<file path="config.mk">
export PLATFORM = sky130hd
export DESIGN_NAME = pipelined_carry_select_adder
export DESIGN_NICKNAME = d
export VERILOG_FILES = /design/src/rtl/pipelined_carry_select_adder.sv
export SDC_FILE = /design/constraint.sdc
export NUM_CORES = 1
export LEC_CHECK = 0
export CAP_MARGIN = 10
export CORE_MARGIN = 2
export CORE_UTILIZATION = 55
export CTS_CLUSTER_SIZE = 20
export DETAILED_ROUTE_END_ITERATION = 7
export GPL_ROUTABILITY_DRIVEN = 0
export HOLD_SLACK_MARGIN = 0.1
export PLACE_DENSITY = 0.77
export SYNTH_ARGS = -nofsm -noshare
export SYNTH_HDL_FRONTEND = slang
export SYNTH_SLANG_ARGS = --single-unit
</file>
<file path="constraint.sdc">
create_clock -name clk -period 2.65 [get_ports clk]
set_input_delay 0.3975 -clock clk [delete_from_list [all_inputs] [get_ports clk]]
set_output_delay 0.3975 -clock clk [all_outputs]
set_load 0.02 [all_outputs]
</file>
<file path="src/rtl/pipelined_carry_select_adder.sv">
// Pipelined carry-select add/sub: WIDTH splits into BLK-bit blocks, with a register stage every BPS blocks.
// One result per cycle; the whole pipe stalls together under output backpressure.
module pipelined_carry_select_adder #(
    parameter int unsigned WIDTH = 16,
    parameter int unsigned BLK   = 4,
    parameter int unsigned BPS   = 1
) (
    input  logic             clk,
    input  logic             rst,
    input  logic             in_valid,
    output logic             in_ready,
    input  logic [WIDTH-1:0] a,
    input  logic [WIDTH-1:0] b,
    input  logic             cin,
    input  logic             sub,
    output logic             out_valid,
    input  logic             out_ready,
    output logic [WIDTH-1:0] sum,
    output logic             cout,
    output logic             ovf
);
    localparam int unsigned SW   = BLK * BPS;
    localparam int unsigned NSTG = WIDTH / SW;
    localparam int unsigned LAST = NSTG - 1;
    localparam int unsigned BW   = BLK + 1;

    if ((WIDTH % SW) != 0 || WIDTH < SW) begin : g_bad_params
        $error("pipelined_carry_select_adder: WIDTH must be a nonzero multiple of BLK*BPS");
    end

    logic             en;
    logic [WIDTH-1:0] a_in  [NSTG];
    logic [WIDTH-1:0] b_in  [NSTG];
    logic [WIDTH-1:0] s_in  [NSTG];
    logic             c_in  [NSTG];
    logic [WIDTH-1:0] s_nxt [NSTG];
    logic             c_nxt [NSTG];
    logic [WIDTH-1:0] a_q   [NSTG];
    logic [WIDTH-1:0] b_q   [NSTG];
    logic [WIDTH-1:0] s_q   [NSTG];
    logic             c_q   [NSTG];
    logic             v_q   [NSTG];
    logic             ovf_nxt;
    logic             ovf_q;

    assign en       = out_ready | ~out_valid;
    assign in_ready = en;

    for (genvar s = 0; s < NSTG; s++) begin : g_stg
        logic [BPS:0]     cc;
        logic [SW-1:0]    ss;
        logic [WIDTH-1:0] sn;

        // Stage 0 consumes the prepared operands directly; later stages read the previous stage register.
        if (s == 0) begin : g_src
            assign a_in[s] = a;
            assign b_in[s] = sub ? ~b : b;
            assign c_in[s] = sub | cin;
            assign s_in[s] = '0;
        end else begin : g_src
            assign a_in[s] = a_q[s-1];
            assign b_in[s] = b_q[s-1];
            assign c_in[s] = c_q[s-1];
            assign s_in[s] = s_q[s-1];
        end

        assign cc[0] = c_in[s];

        for (genvar j = 0; j < BPS; j++) begin : g_blk
            localparam int unsigned LO = s * SW + j * BLK;
            logic [BW-1:0] r0;
            logic [BW-1:0] r1;

            assign r0 = {1'b0, a_in[s][LO +: BLK]} + {1'b0, b_in[s][LO +: BLK]};

            // Lowest block of the word has no select pair: it ripples straight from the carry-in.
            if (LO == 0) begin : g_ripple
                assign r1 = r0 + BW'(cc[j]);
                assign {cc[j+1], ss[j*BLK +: BLK]} = r1;
            end else begin : g_select
                assign r1 = r0 + BW'(1);
                assign {cc[j+1], ss[j*BLK +: BLK]} = cc[j] ? r1 : r0;
            end
        end

        always_comb begin
            sn                = s_in[s];
            sn[s*SW +: SW]    = ss;
        end

        assign s_nxt[s] = sn;
        assign c_nxt[s] = cc[BPS];
    end

    assign ovf_nxt = (a_in[LAST][WIDTH-1] == b_in[LAST][WIDTH-1]) &
                     (s_nxt[LAST][WIDTH-1] != a_in[LAST][WIDTH-1]);

    // Pipeline registers; every stage advances together on en, bubbles included.
    always_ff @(posedge clk) begin
        if (rst) begin
            for (int unsigned k = 0; k < NSTG; k++) begin
                a_q[k] <= '0;
                b_q[k] <= '0;
                s_q[k] <= '0;
                c_q[k] <= 1'b0;
                v_q[k] <= 1'b0;
            end
            ovf_q <= 1'b0;
        end else if (en) begin
            for (int unsigned k = 0; k < NSTG; k++) begin
                a_q[k] <= a_in[k];
                b_q[k] <= b_in[k];
                s_q[k] <= s_nxt[k];
                c_q[k] <= c_nxt[k];
            end
            v_q[0] <= in_valid;
            for (int unsigned k = 1; k < NSTG; k++) begin
                v_q[k] <= v_q[k-1];
            end
            ovf_q <= ovf_nxt;
        end
    end

    assign out_valid = v_q[LAST];
    assign sum       = s_q[LAST];
    assign cout      = c_q[LAST];
    assign ovf       = ovf_q;

endmodule
</file>
==> results.yml <==
outcome:
  outcome: "finished, final reports clean"
final_layout:
  drive_gt1_share_pct: 6.61
  nets: 434
  fin_util_pct: 69.1
  n_antenna_cell: 0
  syn2layout_area_growth_pct: 21.7
die:
  dieArea_um2: 8750
  initial_core_util_pct: 56.8
  row_count: 32
  pin_count: 58
  die_w_um: 93.6
  fp.dieH_um: 93.6
  core_um2: 7770
timing:
  finalCritPeriodShare_pct: 86.5
  slew_headroom_pct: 67.4
  fin_crit_ns: 2.29
  tightestPinTransition_ns: 0.489
  slew_viol_final: 0
  fin_hold_ws_ns: 0.518
  max_freq_mhz: 436
  rsz0062_at_grt: "false"
  fin_skew_ns: 0.00820
  setup_violations: 0
  hold_viol_final: 0
  layout_setup_ws_ns: 0.357
place:
  dpl.hpwl_um: 4070
  numPortBuffers: 57
  place_ws_ns: -0.00525
synthesis:
  synth_top_family_by_area: "simple AND/OR/NAND/NOR gates"
  ys_seq_area_share_pct: 65.8
  synth_edf_count: 96
  yosys.area_share.adder_pct: 7.38
  synth_xor_area_share_pct: 6.55
  yosysWarnings: 0
  yosysTopAreaCell: "edfxtp_1"
  synth_top_cells_by_count: "edfxtp_1 (96), and2_1 (67), nor2_1 (29)"
  yosys-top-cells-area: "edfxtp_1 (65%), and2_1 (9.5%), ha_1 (5.1%)"
  yosysMostFrequentCell: "edfxtp_1"
  synth.distinct_cells: 29
  synth.avg_cell_area_um2: 14.2
  async_reset_ff_share_pct: 0
  synth_mux_area_share_pct: 0.454
  netlist_area_um2: 4410
  synth_top_area_share_pct: 65.4
  synth_flop_cell: "edfxtp_1"
  synth_nets: 372
  synthSimpleGateAreaFrac_pct: 15.2
  synth-seq-cells: 97
  synth_compound_area_share_pct: 3.21
  synthCells: 311
pwr:
  p_per_area_nw_per_um2: 618
  seq_power_share_pct: 55.5
  p_comb_share_pct: 11.4
  leakage_nw: 2.22
  p_int_mw: 2.63
  pwr-share-clk_pct: 33.1
  p_switching_mw: 0.688
  peakVddDrop_uv: 298
  swShare_pct: 20.7
  power.total_mw: 3.32
cts:
  ctsResizeCount: 0
  tritoncts: "yes"
  clock-root-buffer: "clkbuf_8"
  hold_buffers: 0
  clockBufferDepth: 2
  htreeDepth: 3
  post-cts-setup-buffers: 0
  cts.clk_slew.worst_paths_ns: 0.09
  cts_sinks: 97
  cts_buffers: 9
  clk_latency_ns: 0.35
critical_path:
  path_class: "input port to flip-flop"
  worstPathMaxFanout: 15
  worst_ep_required_time_ns: 2.75
  end_kind: "flip-flop"
  cp-start-kind: "input port"
  cp.arrival_ns: 2.40
grt:
  grt_pass1_vias: 2319
  grt_overflow_total: 0
  grtUsageTotal_pct: 15.8
  antenna_found_initial: 0
  grt-busiest-layer: "met2"
  grt_use_met3_pct: 4.19
  grt_use_met1_pct: 17.3
  grt_pass1_wl_um: 10200
  grt_use_met2_pct: 27.0
  grt_max_degree: 69
route:
  wire_per_inst_um: 12.8
  drtPass1Iterations: 4
  dr_total_vias: 2357
  drt_wl_total_um: 6150
  drc_errors: 0
  vias_per_cell: 4.91
  drt_iter0_drc: 81
  postRouteAntennaNets: 0
flow_run:
  maxCapViolCount: 0
min_path:
  hold_path.class: "flip-flop to flip-flop"
==> power groups by stage <==
| stage | registers (mW) | clock network (mW) | logic, mW |
|---|---|---|---|
| after floorplan | 1.89 | 0 | 0.220 |
| after global placement | 1.87 | 0 | 0.364 |
| after detailed placement | 1.88 | 0 | 0.380 |
| after CTS | 1.84 | 1.11 | 0.384 |
| after global routing | 1.85 | 1.17 | 0.425 |
| final | 1.84 | 1.10 | 0.379 |
==> logic make-up (layout without fill, tap and decap cells) <==
family | count (synthesis) | count (layout)
AO/OA/AOI/OAI | 21 | 21
XOR/XNOR | 33 | 33
adder cells (fa/ha/maj) | 23 | 23
buffers and inverters | 16 | 83
flip-flops | 97 | 97
multiplexers | 2 | 2
AND/OR/NAND/NOR | 119 | 119
==> cell usage in the layout (no fill, tap or decap), types with 2 or more instances in the layout <==
| master | Yosys | routed |
|---|---|---|
| fa_1 | 5 | 5 |
| nor2_1 | 29 | 29 |
| xnor2_1 | 24 | 24 |
| ha_1 | 18 | 18 |
| a211o_1 | 2 | 2 |
| bufinv_16 | 0 | 3 |
| clkbuf_8 | 0 | 9 |
| a21o_1 | 7 | 7 |
| nand2b_1 | 3 | 3 |
| nor3_1 | 2 | 2 |
| mux2i_1 | 2 | 2 |
| and2_1 | 67 | 67 |
| inv_1 | 4 | 4 |
| clkdlybuf4s50_1 | 0 | 57 |
| a21oi_1 | 10 | 10 |
| nand3_1 | 2 | 2 |
| edfxtp_1 | 96 | 96 |
| xor2_1 | 9 | 9 |
| buf_4 | 0 | 4 |
| nand2_1 | 5 | 5 |
| nand4_1 | 3 | 3 |
| buf_12 | 0 | 2 |
==> through the flow <==
| step | instances | setup TNS, ns | instance area [µm²] |
|---|---|---|---|
| 2_1_floorplan | 311 | 0 | 4410 |
| 3_3_place_gp | 464 | 0 | 5130 |
| 3_5_place_dp | 464 | -0.00525 | 5130 |
| 4_1_cts | 480 | 0 | 5370 |
| 5_1_grt | 480 | 0 | 5370 |
| 6_report | 480 | 0 | 5370 |
==> routing by layer <==
layer	routed length, µm	part of all wire (%)
met1	2540	41
met2	3080	50
met3	320	5.2
met4	207	3.4
met5	0	0
==> critical path: stages <==
cell and delay, ns:
clkdlybuf4s50_1 0.52, buf_4 0.27, xor2_1 0.28, ha_1 0.30
a21o_1 0.16, a21oi_1 0.22, xor2_1 0.19, nor2_1 0.06
==> sequential cells by signal, summed over array words and instances (netlist names) <==
register,count
ovf,1
s_q,40
a_q,24
v_q,4
b_q,24
c_q,4
==> final timing paths <==
path | from | endpoint | slack, ns | cells past startpoint
hold reg to reg | b_q[0][12]$_SDFFCE_PN0P_ | b_q[0][28]$_SDFFCE_PN0P_ | 0.52 | 1
setup / recovery | sub | s_q[0][3]$_SDFFCE_PN0P_ | 0.36 | 8
hold / removal | b_q[0][12]$_SDFFCE_PN0P_ | b_q[0][28]$_SDFFCE_PN0P_ | 0.52 | 1
setup reg to reg | a_q[0][44]$_SDFFCE_PN0P_ | c_q[3]$_DFFE_PP_ | 0.49 | 9
==> cell type report <==
type	count	area [µm²]
Clock buffer	10	128
Clock inverter	6	106
Fill cell	524	2400
Inverter	4	15.0
Multi-Input combinational cell	198	1450
Sequential cell	97	2900
Tap cell	102	128
Timing Repair Buffer	63	641
(Power assumes the default switching activity.)
